--- config.mk ---
export PLATFORM = sky130hd
export DESIGN_NAME = counter_7seg_mux
export DESIGN_NICKNAME = d
export VERILOG_FILES = /design/src/rtl/counter_7seg_mux.sv
export SDC_FILE = /design/constraint.sdc
export NUM_CORES = 1
export LEC_CHECK = 0
export CAP_MARGIN = 20
export CORE_MARGIN = 5
export CORE_UTILIZATION = 56
export CTS_CLUSTER_SIZE = 14
export DETAILED_ROUTE_END_ITERATION = 8
export PLACE_DENSITY = 0.88
export SLEW_MARGIN = 25
export SYNTH_ARGS = -nofsm -noshare
export SYNTH_HDL_FRONTEND = slang
export SYNTH_SLANG_ARGS = --single-unit
--- constraint.sdc ---
create_clock -name i_clk -period 3.7 [get_ports i_clk]
set_clock_uncertainty 0.1 [all_clocks]
set_input_delay 0.74 -clock i_clk [delete_from_list [all_inputs] [get_ports i_clk]]
set_output_delay 0.74 -clock i_clk [all_outputs]
set_load 0.005 [all_outputs]
--- src/rtl/counter_7seg_mux.sv ---
// counter_7seg_mux: multi-digit BCD up/down counter with a tick prescaler,
// load/clear, and a time-multiplexed 7-segment display driver.
// Optional feature macro: LEADING_ZERO_BLANK_EN blanks digits above the most
// significant nonzero digit (digit 0 is never blanked).
module counter_7seg_mux #(
  parameter int DIGITS   = 4,
  parameter int TICK_DIV = 50_000_000,
  parameter int SCAN_DIV = 50_000
) (
  input  logic                  i_clk,
  input  logic                  i_rst,
  input  logic                  i_en,
  input  logic                  i_up,
  input  logic                  i_clear,
  input  logic                  i_load,
  input  logic [4*DIGITS-1:0]   i_load_val,
  output logic [4*DIGITS-1:0]   o_bcd,
  output logic                  o_carry,
  output logic [DIGITS-1:0]     o_anode,
  output logic [6:0]            o_segment
);

  localparam int TW = $clog2(TICK_DIV);
  localparam int SW = $clog2(SCAN_DIV);
  localparam int IW = (DIGITS > 1) ? $clog2(DIGITS) : 1;

  logic [4*DIGITS-1:0] r_bcd;
  logic                r_carry;
  logic [TW-1:0]       r_tickCnt;
  logic [SW-1:0]       r_scanCnt;
  logic [IW-1:0]       r_scanIdx;
  logic [DIGITS-1:0]   r_anode;
  logic [6:0]          r_segment;

  logic                w_tickWrap;
  logic                w_scanWrap;
  logic [4*DIGITS-1:0] w_stepBcd;
  logic                w_stepWrap;
  logic [4*DIGITS-1:0] w_loadBcd;
  logic [IW-1:0]       w_nextScanIdx;
  logic [3:0]          w_digitSel;
  logic                w_blankSel;
  logic [DIGITS-1:0]   w_blank;

  function automatic logic [6:0] decodeDigit(input logic [3:0] digit);
    case (digit)
      4'd0:    decodeDigit = 7'h3F;
      4'd1:    decodeDigit = 7'h06;
      4'd2:    decodeDigit = 7'h5B;
      4'd3:    decodeDigit = 7'h4F;
      4'd4:    decodeDigit = 7'h66;
      4'd5:    decodeDigit = 7'h6D;
      4'd6:    decodeDigit = 7'h7D;
      4'd7:    decodeDigit = 7'h07;
      4'd8:    decodeDigit = 7'h7F;
      4'd9:    decodeDigit = 7'h6F;
      default: decodeDigit = 7'h00;
    endcase
  endfunction

  assign w_tickWrap = (r_tickCnt == TW'(TICK_DIV - 1));
  assign w_scanWrap = (r_scanCnt == SW'(SCAN_DIV - 1));

  // Next count value for one step: ripple increment or borrow decrement across digits
  always_comb begin : stepCalc
    logic       ripple;
    logic [3:0] dig;
    ripple    = 1'b1;
    w_stepBcd = r_bcd;
    for (int d = 0; d < DIGITS; d++) begin
      dig = r_bcd[4*d +: 4];
      if (ripple) begin
        if (i_up) begin
          if (dig == 4'd9) begin
            w_stepBcd[4*d +: 4] = 4'd0;
          end else begin
            w_stepBcd[4*d +: 4] = dig + 4'd1;
            ripple = 1'b0;
          end
        end else begin
          if (dig == 4'd0) begin
            w_stepBcd[4*d +: 4] = 4'd9;
          end else begin
            w_stepBcd[4*d +: 4] = dig - 4'd1;
            ripple = 1'b0;
          end
        end
      end
    end
    w_stepWrap = ripple;
  end

  // Sanitise the load value so that any non-decimal digit is taken as zero
  always_comb begin
    w_loadBcd = '0;
    for (int d = 0; d < DIGITS; d++) begin
      if (i_load_val[4*d +: 4] <= 4'd9) begin
        w_loadBcd[4*d +: 4] = i_load_val[4*d +: 4];
      end
    end
  end

  // Count register and tick prescaler; clear and load discard a coincident step
  always_ff @(posedge i_clk) begin
    if (i_rst) begin
      r_bcd     <= '0;
      r_carry   <= 1'b0;
      r_tickCnt <= '0;
    end else if (i_clear) begin
      r_bcd     <= '0;
      r_carry   <= 1'b0;
      r_tickCnt <= '0;
    end else if (i_load) begin
      r_bcd     <= w_loadBcd;
      r_carry   <= 1'b0;
      r_tickCnt <= '0;
    end else begin
      r_carry <= 1'b0;
      if (i_en) begin
        if (w_tickWrap) begin
          r_tickCnt <= '0;
          r_bcd     <= w_stepBcd;
          r_carry   <= w_stepWrap;
        end else begin
          r_tickCnt <= r_tickCnt + 1'b1;
        end
      end
    end
  end

  // Scan index advances on each scan prescaler wrap, cycling through all digits
  always_comb begin
    w_nextScanIdx = r_scanIdx;
    if (w_scanWrap) begin
      w_nextScanIdx = (r_scanIdx == IW'(DIGITS - 1)) ? '0 : r_scanIdx + 1'b1;
    end
  end

`ifdef LEADING_ZERO_BLANK_EN
  // A digit is blank when it and every more significant digit are zero, except digit 0
  always_comb begin : blankCalc
    logic zeros;
    zeros   = 1'b1;
    w_blank = '0;
    for (int d = DIGITS - 1; d >= 0; d--) begin
      zeros = zeros & (r_bcd[4*d +: 4] == 4'd0);
      w_blank[d] = zeros && (d != 0);
    end
  end
`else
  assign w_blank = '0;
`endif

  // Select the digit that will be shown after this edge, using the current count
  always_comb begin
    w_digitSel = '0;
    w_blankSel = 1'b0;
    for (int d = 0; d < DIGITS; d++) begin
      if (IW'(d) == w_nextScanIdx) begin
        w_digitSel = r_bcd[4*d +: 4];
        w_blankSel = w_blank[d];
      end
    end
  end

  // Scan prescaler, index and registered anode/segment drive, independent of en/clear/load
  always_ff @(posedge i_clk) begin
    if (i_rst) begin
      r_scanCnt <= '0;
      r_scanIdx <= '0;
      r_anode   <= DIGITS'(1);
      r_segment <= 7'h3F;
    end else begin
      r_scanCnt <= w_scanWrap ? '0 : r_scanCnt + 1'b1;
      r_scanIdx <= w_nextScanIdx;
      r_anode   <= DIGITS'(1) << w_nextScanIdx;
      r_segment <= w_blankSel ? 7'h00 : decodeDigit(w_digitSel);
    end
  end

  assign o_bcd     = r_bcd;
  assign o_carry   = r_carry;
  assign o_anode   = r_anode;
  assign o_segment = r_segment;

endmodule

==> out/metrics.yaml, run 1 <==
logic_synthesis:
  yosysTopAreaCellShare_pct: 34.94
  yosys_most_used_dff: "dfxtp_1"
  syn_nets: 540
  yosysWarnings: 0
  synth_xor_area_share_pct: 9.766
  synth_top_family_by_area: "simple AND/OR/NAND/NOR gates"
  syn_avg_cell_area_um2: 8.105
  synthArstFlopShare_pct: 0
  synth_fa_ha_area_share_pct: 2.730
  synth_area_um2: 4125
  ys_seq_elements: 72
  synth.mux.area_fraction_pct: 4.459
  synth-simple-area-share_pct: 29.09
  synth-edff-count: 0
  synth_common_cells: "75 x nor2_1, 72 x dfxtp_1, 51 x nand2_1, 26 x xor2_1, 22 x a21oi_1"
  synthCells: 509
  synth_area_leaders: "dfxtp_1 35%, nor2_1 6.8%, xor2_1 5.5%"
  yosysUniqueCellTypes: 67
  synth_area_leader_cell: "dfxtp_1"
  synth_most_common_cell: "nor2_1"
  seq_area_frac_synth_pct: 34.94
  synth_compound_area_share_pct: 14.10
critical_path:
  crit_start: "r_scanCnt[0]$_SDFF_PP0_"
  rr_worst_depth: 10
  path_common_cell: "ha_1"
  path_max_fanout: 12
  path_depth: 10
  critPathTopFamily: "compound AO/OA/AOI/OAI gates"
  critPathKind: "register to register"
  worst-path-buf-inv: 1
  r2r-start: "r_scanCnt[0]$_SDFF_PP0_"
  r2r_slack_ps: 630
  crit_required_ps: 3860
  cp-end-kind: "register"
  cp_cell_sequence: "ha_1 > and3_1 > nand4_4 > mux2i_4 > a21oi_1 > a32oi_1 > inv_2 > ha_1 > mux2_2 > o21ai_1"
  cp_slowest_cell: "a32oi_1"
  crit_path_end: "o_segment[0]$_SDFF_PP1_"
  reg2reg_to: "o_segment[0]$_SDFF_PP1_"
  start_kind: "register"
  arrival_ps: 3230
  cpPeakStageDelay_ps: 460
sta:
  rsz0062_at_grt: "false"
  fmax_mhz: 325.9
  worst_pin_slew_ps: 550.4
  hold_violations: 0
  min_period_ps: 3068
  fin_tns_setup_ps: 0
  slew_violations: 0
  setup_slack_ps: 632.0
  setup_viol_count_final: 0
  max_slew_margin_pct: 62.58
  period_share_pct: 82.92
placed_design:
  place_inst: 631
  io_buffers: 49
  gp_congestion: 0.8873
  place_ws_ps: 429.2
  dpl_cell_area_um2: 4619
  dp_hpwl_um: 6547
routing:
  drc: 0
  wirelength_um: 9041
  ant_nets: 0
  drt-vias-per-instance: 5.674
  num_vias: 3671
  initialDrtViolationCount: 232
  wire_per_inst_um: 13.97
  firstDrtPassIters: 5
grt:
  grt_pass1_vias: 3668
  antenna_found_initial: 0
  grt_pass1_wl_um: 15630
  grt_max_degree: 34
  grt.overflow.total: 0
  grt.total_usage_pct: 21.24
floorplanning:
  start_util_pct: 57.18
  die_y_um: 95.83
  rows: 31
  io_pins: 50
  die_w_um: 95.83
  die_area_um2: 9182
  core_um2: 7214
clocking:
  clkLatencyLatePin_ps: 350
  cts_made_buffers: 9
  ctsResizeCount: 0
  clock_path_buffers: 2
  tritoncts: "yes"
  h-tree-depth: 3
  path_clk_slew_ps: 80
  holdBufCountCts: 0
  cts_root_buf: "clkbuf_8"
  clock-sinks: 72
  postCtsSetupRepairBufs: 0
power:
  p_comb_share_pct: 9.5
  leakage_nw: 1.739
  power_switching_share_pct: 25.14
  ir_worst_vdd_mv: 0.1501
  pwr-share-clk_pct: 37.4
  seq_power_share_pct: 53.1
  p_switching_mw: 0.3812
  powerDensity_nw_per_um2: 315.7
  power.internal_mw: 1.135
cells_and_area:
  nets: 574
  antenna_cells: 0
  final_area_um2: 4802
  layout.cells.non_filler: 647
  drive_above_1_share_pct: 8.029
  layout-area-overhead-vs-synth_pct: 16.41
hold_path:
  min_path_type: "register to register"
  whs_path_depth: 2
flow_run:
  cap_viol_max_count: 0
status:
  status: "completed"
worst min path at each step:
stage	from	endpoint	slack, ps
after floorplan	r_scanCnt[0]$_SDFF_PP0_	r_scanCnt[0]$_SDFF_PP0_	330
after global placement	r_scanCnt[0]$_SDFF_PP0_	r_scanCnt[0]$_SDFF_PP0_	340
after detailed placement	r_tickCnt[1]$_SDFFE_PP0P_	r_tickCnt[1]$_SDFFE_PP0P_	380
after CTS	r_tickCnt[1]$_SDFFE_PP0P_	r_tickCnt[1]$_SDFFE_PP0P_	400
after global routing	r_tickCnt[1]$_SDFFE_PP0P_	r_tickCnt[1]$_SDFFE_PP0P_	420
final	r_tickCnt[1]$_SDFFE_PP0P_	r_tickCnt[1]$_SDFFE_PP0P_	400
metrics by stage:
stage | power (mW) | hold WS (ps) | util [%]
floorplan | 0.9045 | 329.5 | -
global placement | 0.9600 | 341.5 | 64.03
detailed placement | 0.9656 | 384.6 | 64.03
CTS | 1.528 | 397.1 | 66.56
global route | 1.579 | 417.7 | 66.56
finish | 1.516 | 398.8 | 66.56
worst register-to-register path, cell delays in order, from the launching register on:
cell     delay (ps)
dfxtp_1         380
ha_1            220
and3_1          300
nand4_4         190
mux2i_4         440
a21oi_1          70
a32oi_1         460
inv_2           160
ha_1            230
mux2_2          250
o21ai_1         180
power groups by stage:
stage / clock [mW] / combinational [mW] / sequential [mW]
2_1_floorplan: 0 / 0.0919 / 0.813
3_5_place_dp: 0 / 0.143 / 0.823
3_3_place_gp: 0 / 0.138 / 0.822
5_1_grt: 0.612 / 0.160 / 0.807
4_1_cts: 0.579 / 0.144 / 0.805
6_report: 0.567 / 0.144 / 0.805
cell type report:
type	instances	area (µm²)
Timing Repair Buffer	52	513.0
Inverter	16	60.06
Multi-Input combinational cell	392	2481
Tap cell	99	123.9
Clock inverter	5	31.28
Fill cell	580	2412
Sequential cell	72	1441
Clock buffer	11	151.4
per-layer routing:
metal  track usage [%]  vias up  routed length (µm)
met5                 0        -                   0
met4             9.834        0                 150
met3             4.457       14                 495
met2             36.31      118                4394
met1             25.42     1693                4001
li1                  -     1846                   -
kinds of logic after synthesis:
kind of cell / after synthesis
muxes: 15
xor gates and xnor gates: 46
DFF: 72
adders and majority gates: 9
AOI/OAI and AO/OA: 90
buffers and inverters: 45
and+or+nand+nor: 232
cell usage in the layout (no fill, tap or decap), drive strengths merged, types with 4 or more instances in the layout:
cell / count
a211oi: 6
a21oi: 23
a31oi: 9
and2: 7
and3: 13
and4: 5
clkbuf: 11
clkdlybuf4s50: 49
clkinv: 4
dfxtp: 72
ha: 9
inv: 16
mux2: 4
mux2i: 11
nand2: 52
nand3: 21
nand4: 12
nor2: 75
nor2b: 5
nor3: 12
nor4: 6
o21ai: 24
o22ai: 4
or2: 5
or3: 5
xnor2: 20
xor2: 26
sequential cells by signal (all words and copies together) (netlist names):
name       count
r_scanCnt     16
o_segment      7
o_bcd         16
o_anode        4
o_carry        1
r_tickCnt     26
r_scanIdx      2
Power figures use the tool's default switching activity.
==> inputs of run 2 (changes only) <==
==> constraint.sdc (replaced) <==
create_clock -name i_clk -period 3.1 [get_ports i_clk]
set_clock_uncertainty 0.1 [all_clocks]
set_input_delay 0.62 -clock i_clk [delete_from_list [all_inputs] [get_ports i_clk]]
set_output_delay 0.62 -clock i_clk [all_outputs]
set_load 0.005 [all_outputs]
==> out/metrics.yaml, run 2 (same netlist as run 1, synthesis figures left out) <==
sta:
  fin_tns_setup_ps: 0
  worst_pin_slew_ps: 581.8
  fmax_mhz: 343.7
  min_period_ps: 2910
  period_share_pct: 93.87
  setup_viol_count_final: 0
  max_slew_margin_pct: 60.45
  rsz0062_at_grt: "false"
  slew_violations: 0
  hold_violations: 0
  setup_slack_ps: 190.1
routing:
  firstDrtPassIters: 5
  ant_nets: 0
  wire_per_inst_um: 14.59
  initialDrtViolationCount: 205
  wirelength_um: 9495
  num_vias: 3786
  drt-vias-per-instance: 5.816
  drc: 0
cells_and_area:
  final_area_um2: 4883
  antenna_cells: 0
  layout-area-overhead-vs-synth_pct: 18.38
  final_util_pct: 67.69
  final_cell_mix: "75 x nor2_1, 72 x dfxtp_1, 51 x nand2_1, 49 x clkdlybuf4s50_1, 26 x xor2_1"
  largest_reg_flops: 26
  final_common_cell: "nor2_1"
  nets: 579
  drive_above_1_share_pct: 8.877
  layout.cells.non_filler: 651
  regMostFlops: "r_tickCnt"
  fill_cells: 608
hold_path:
  min_path_type: "register to register"
clocking:
  path_clk_slew_ps: 80
  clock-sinks: 72
  cts_made_buffers: 9
  tritoncts: "yes"
  clock_path_buffers: 2
  clkLatencyLatePin_ps: 350
  ctsResizeCount: 0
  postCtsSetupRepairBufs: 0
  h-tree-depth: 3
  cts_root_buf: "clkbuf_8"
  holdBufCountCts: 0
grt:
  grt.overflow.total: 0
  met2_usage_pct: 36.36
  grt_max_degree: 34
  grt_pass1_vias: 3604
  antenna_found_initial: 0
  globalRouteMet3Util_pct: 4.300
  grt_pass1_wl_um: 16180
  met1_usage_pct: 27.98
  busiest_layer: "met2"
  grt.total_usage_pct: 21.65
placed_design:
  gp_congestion: 0.9177
  dpl_cell_area_um2: 4657
  place_ws_ps: 133.2
  place_inst: 636
  dp_hpwl_um: 6731
  io_buffers: 49
floorplanning:
  die_w_um: 95.83
  io_pins: 50
  start_util_pct: 57.18
  die_area_um2: 9182
  die_y_um: 95.83
  core_um2: 7214
  rows: 31
critical_path:
  start_kind: "register"
  critPathKind: "register to register"
  arrival_ps: 3100
  crit_required_ps: 3290
  cp-end-kind: "register"
  path_max_fanout: 12
status:
  status: "completed"
power:
  ir_worst_vdd_mv: 0.2112
  powerDensity_nw_per_um2: 402.2
  leakage_nw: 1.778
flow_run:
  cap_viol_max_count: 0
run 2: changes by cell type in the layout (fill, tap and decap cells not counted):
cell	before	now
a32oi_1	1	0
a32oi_2	1	2
buf_4	3	8
bufinv_16	0	2
clkbuf_8	11	10
clkinv_2	3	1
run 2: worst paths after layout:
path	slack [ps]	endpoint	start	cells after the start
setup / recovery	190	o_segment[6]$_SDFF_PP0_	r_scanCnt[0]$_SDFF_PP0_	10
hold / removal	390	r_scanCnt[0]$_SDFF_PP0_	r_scanCnt[0]$_SDFF_PP0_	1
setup reg to reg	190	o_segment[6]$_SDFF_PP0_	r_scanCnt[0]$_SDFF_PP0_	10
hold reg to reg	390	r_scanCnt[0]$_SDFF_PP0_	r_scanCnt[0]$_SDFF_PP0_	1
run 2: power breakdown:
part	switching (mW)	internal (mW)
Combinational	0.0884	0.0886
Clock	0.355	0.471
Sequential	0.0233	0.938
Total	0.466	1.50
run 2: area by class of cell:
cell class / count / area, µm² / area share (%)
clock buffers: 10 / 137.6 / 2.818
clock inverters: 5 / 81.33 / 1.665
inverters: 16 / 60.06 / 1.230
multi-input cells: 392 / 2489 / 50.96
flip-flops and latches: 72 / 1441 / 29.52
well taps: 99 / 123.9 / 2.537
repair buffers: 57 / 550.5 / 11.27
run 2: worst max-delay path: stages (launching register included):
cell and delay (ps):
dfxtp_1 380, ha_1 190, and3_1 300, nand4_4 180, mux2i_4 460, mux2i_1 250, mux2_2 260, inv_1 80
ha_1 220, nor4_1 300, a21o_1 120
run 2: metal layers:
metal	share of wire, %	vias to the layer above	wire [µm]
li1	-	1854	-
met1	45	1762	4257
met2	47	155	4508
met3	5.9	15	560
met4	1.8	0	168
met5	0	-	0
run 2: through the flow:
stage          total power, mW  hold slack, ps
2_1_floorplan            1.080           329.5
3_3_place_gp             1.150           342.6
3_5_place_dp             1.156           377.1
4_1_cts                  1.964           395.4
5_1_grt                  2.032           412.2
6_report                 1.964           387.7
==> inputs of run 3 (changes only) <==
--- a/config.mk
+++ b/config.mk
@@ -5,8 +5,7 @@
 export SDC_FILE = /design/constraint.sdc
 export NUM_CORES = 1
 export LEC_CHECK = 0
-export CAP_MARGIN = 20
-export CORE_MARGIN = 5
+export CAP_MARGIN = 0
 export CORE_UTILIZATION = 56
 export CTS_CLUSTER_SIZE = 14
 export DETAILED_ROUTE_END_ITERATION = 8
==> out/metrics.yaml, run 3 (same netlist as run 1, synthesis figures left out) <==
status:
  status: "completed"
grt:
  grt_max_degree: 34
  busiest_layer: "met2"
  grt.overflow.total: 0
  grt.total_usage_pct: 26.86
  met1_usage_pct: 32.19
  grt_pass1_wl_um: 16140
  antenna_found_initial: 0
  grt_pass1_vias: 3584
  met2_usage_pct: 46.44
  globalRouteMet3Util_pct: 5.467
cells_and_area:
  final_common_cell: "nor2_1"
  nets: 585
  final_cell_mix: "75 x nor2_1, 72 x dfxtp_1, 51 x nand2_1, 49 x clkdlybuf4s50_1, 26 x xor2_1"
  drive_above_1_share_pct: 9.677
  final_area_um2: 4878
  regMostFlops: "r_tickCnt"
  layout-area-overhead-vs-synth_pct: 18.26
  final_util_pct: 70.25
  largest_reg_flops: 26
  antenna_cells: 0
flow_run:
  cap_viol_max_count: 0
critical_path:
  critPathKind: "register to register"
  r2r_slack_ps: 320
  cp-end-kind: "register"
  start_kind: "register"
  cpPeakStageDelay_ps: 390
  r2r-start: "r_scanCnt[0]$_SDFF_PP0_"
  cp_cell_sequence: "ha_1 > and3_1 > nand4_4 > mux2i_4 > nand2_1 > a32oi_2 > inv_2 > ha_1 > mux2_2 > o21ai_1"
  reg2reg_to: "o_segment[0]$_SDFF_PP1_"
  worst-path-buf-inv: 1
  path_max_fanout: 6
  crit_required_ps: 3280
  rr_worst_depth: 10
  cp_slowest_cell: "a32oi_2"
  critPathTopFamily: "simple AND/OR/NAND/NOR gates"
  arrival_ps: 2960
  path_common_cell: "ha_1"
  path_depth: 10
clocking:
  path_clk_slew_ps: 70
  cts_made_buffers: 9
  h-tree-depth: 3
  clkLatencyLatePin_ps: 350
  clock_path_buffers: 2
  clock-sinks: 72
  tritoncts: "yes"
  cts_root_buf: "clkbuf_8"
routing:
  ant_nets: 0
  drc: 0
  wire_per_inst_um: 14.38
  firstDrtPassIters: 4
  initialDrtViolationCount: 215
  num_vias: 3752
  drt-vias-per-instance: 5.737
  wirelength_um: 9405
hold_path:
  hold_end: "r_scanCnt[0]$_SDFF_PP0_"
  min_path_type: "register to register"
  whs_path_depth: 1
  min_from: "r_scanCnt[0]$_SDFF_PP0_"
power:
  leakage_nw: 1.784
  totalPowerFinal_mw: 1.807
  powerDensity_nw_per_um2: 370.4
  ir_worst_vdd_mv: 0.2457
sta:
  max_slew_margin_pct: 61.56
  worst_pin_slew_ps: 565.4
  min_period_ps: 2777
  slew_violations: 0
  period_share_pct: 89.57
  fin_tns_setup_ps: 0
  rsz0062_at_grt: "false"
  setup_viol_count_final: 0
  fmax_mhz: 360.1
  hold_violations: 0
  whs_ps: 375.6
placed_design:
  dpl_cell_area_um2: 4668
  dp_hpwl_um: 6880
  gp_congestion: 0.9427
  io_buffers: 49
floorplanning:
  core_um2: 6944
  io_pins: 50
  rows: 30
  die_y_um: 87.83
  die_area_um2: 7713
  start_util_pct: 59.41
  die_w_um: 87.83
run 3: cell count changes in the layout (fill, tap and decap cells not counted), sizes merged:
cell    before  now
buf          8   14
bufinv       2    0
clkbuf      10   12
run 3: worst max path at each step:
stage,from,end
finish,r_scanCnt[0]$_SDFF_PP0_,o_segment[0]$_SDFF_PP1_
global route,r_scanCnt[0]$_SDFF_PP0_,o_segment[6]$_SDFF_PP0_
CTS,r_scanCnt[0]$_SDFF_PP0_,o_segment[0]$_SDFF_PP1_
detailed placement,i_en,o_bcd[7]$_SDFFE_PP0P_
global placement,i_up,o_bcd[11]$_SDFFE_PP0P_
floorplan,r_scanCnt[0]$_SDFF_PP0_,o_segment[0]$_SDFF_PP1_
run 3: repair_timing:
item | CTS | global route
resized for setup | 0 | 1
buffers inserted | 0 | 4
hold buffers | 0 | 0
endpoints found under the setup margin | 0 | 6
run 3: power by group:
| part | total [mW] | internal, mW | switching, mW |
|---|---|---|---|
| logic | 0.177 | 0.0879 | 0.0889 |
| clock network | 0.670 | 0.327 | 0.342 |
| registers | 0.960 | 0.938 | 0.0220 |
run 3: routing by layer:
layer | vias to the layer above | wire [µm]
met5 | - | 0
met4 | 0 | 221
met3 | 18 | 472
met2 | 109 | 4705
met1 | 1753 | 4006
li1 | 1872 | -
run 3: final cells by class:
class | count | area (µm²)
fillers | 528 | 2066
inverters | 16 | 60.06
clock inverters | 3 | 17.52
clock buffers | 12 | 155.1
multi-input cells | 392 | 2489
repair buffers | 63 | 595.6
flip-flops and latches | 72 | 1441
well taps | 96 | 120.1
run 3: through the flow:
stage	std cells	worst slack, ps
2_1_floorplan	509	538.0
3_3_place_gp	635	153.9
3_5_place_dp	635	90.10
4_1_cts	650	126.4
5_1_grt	654	108.3
6_report	654	323.2
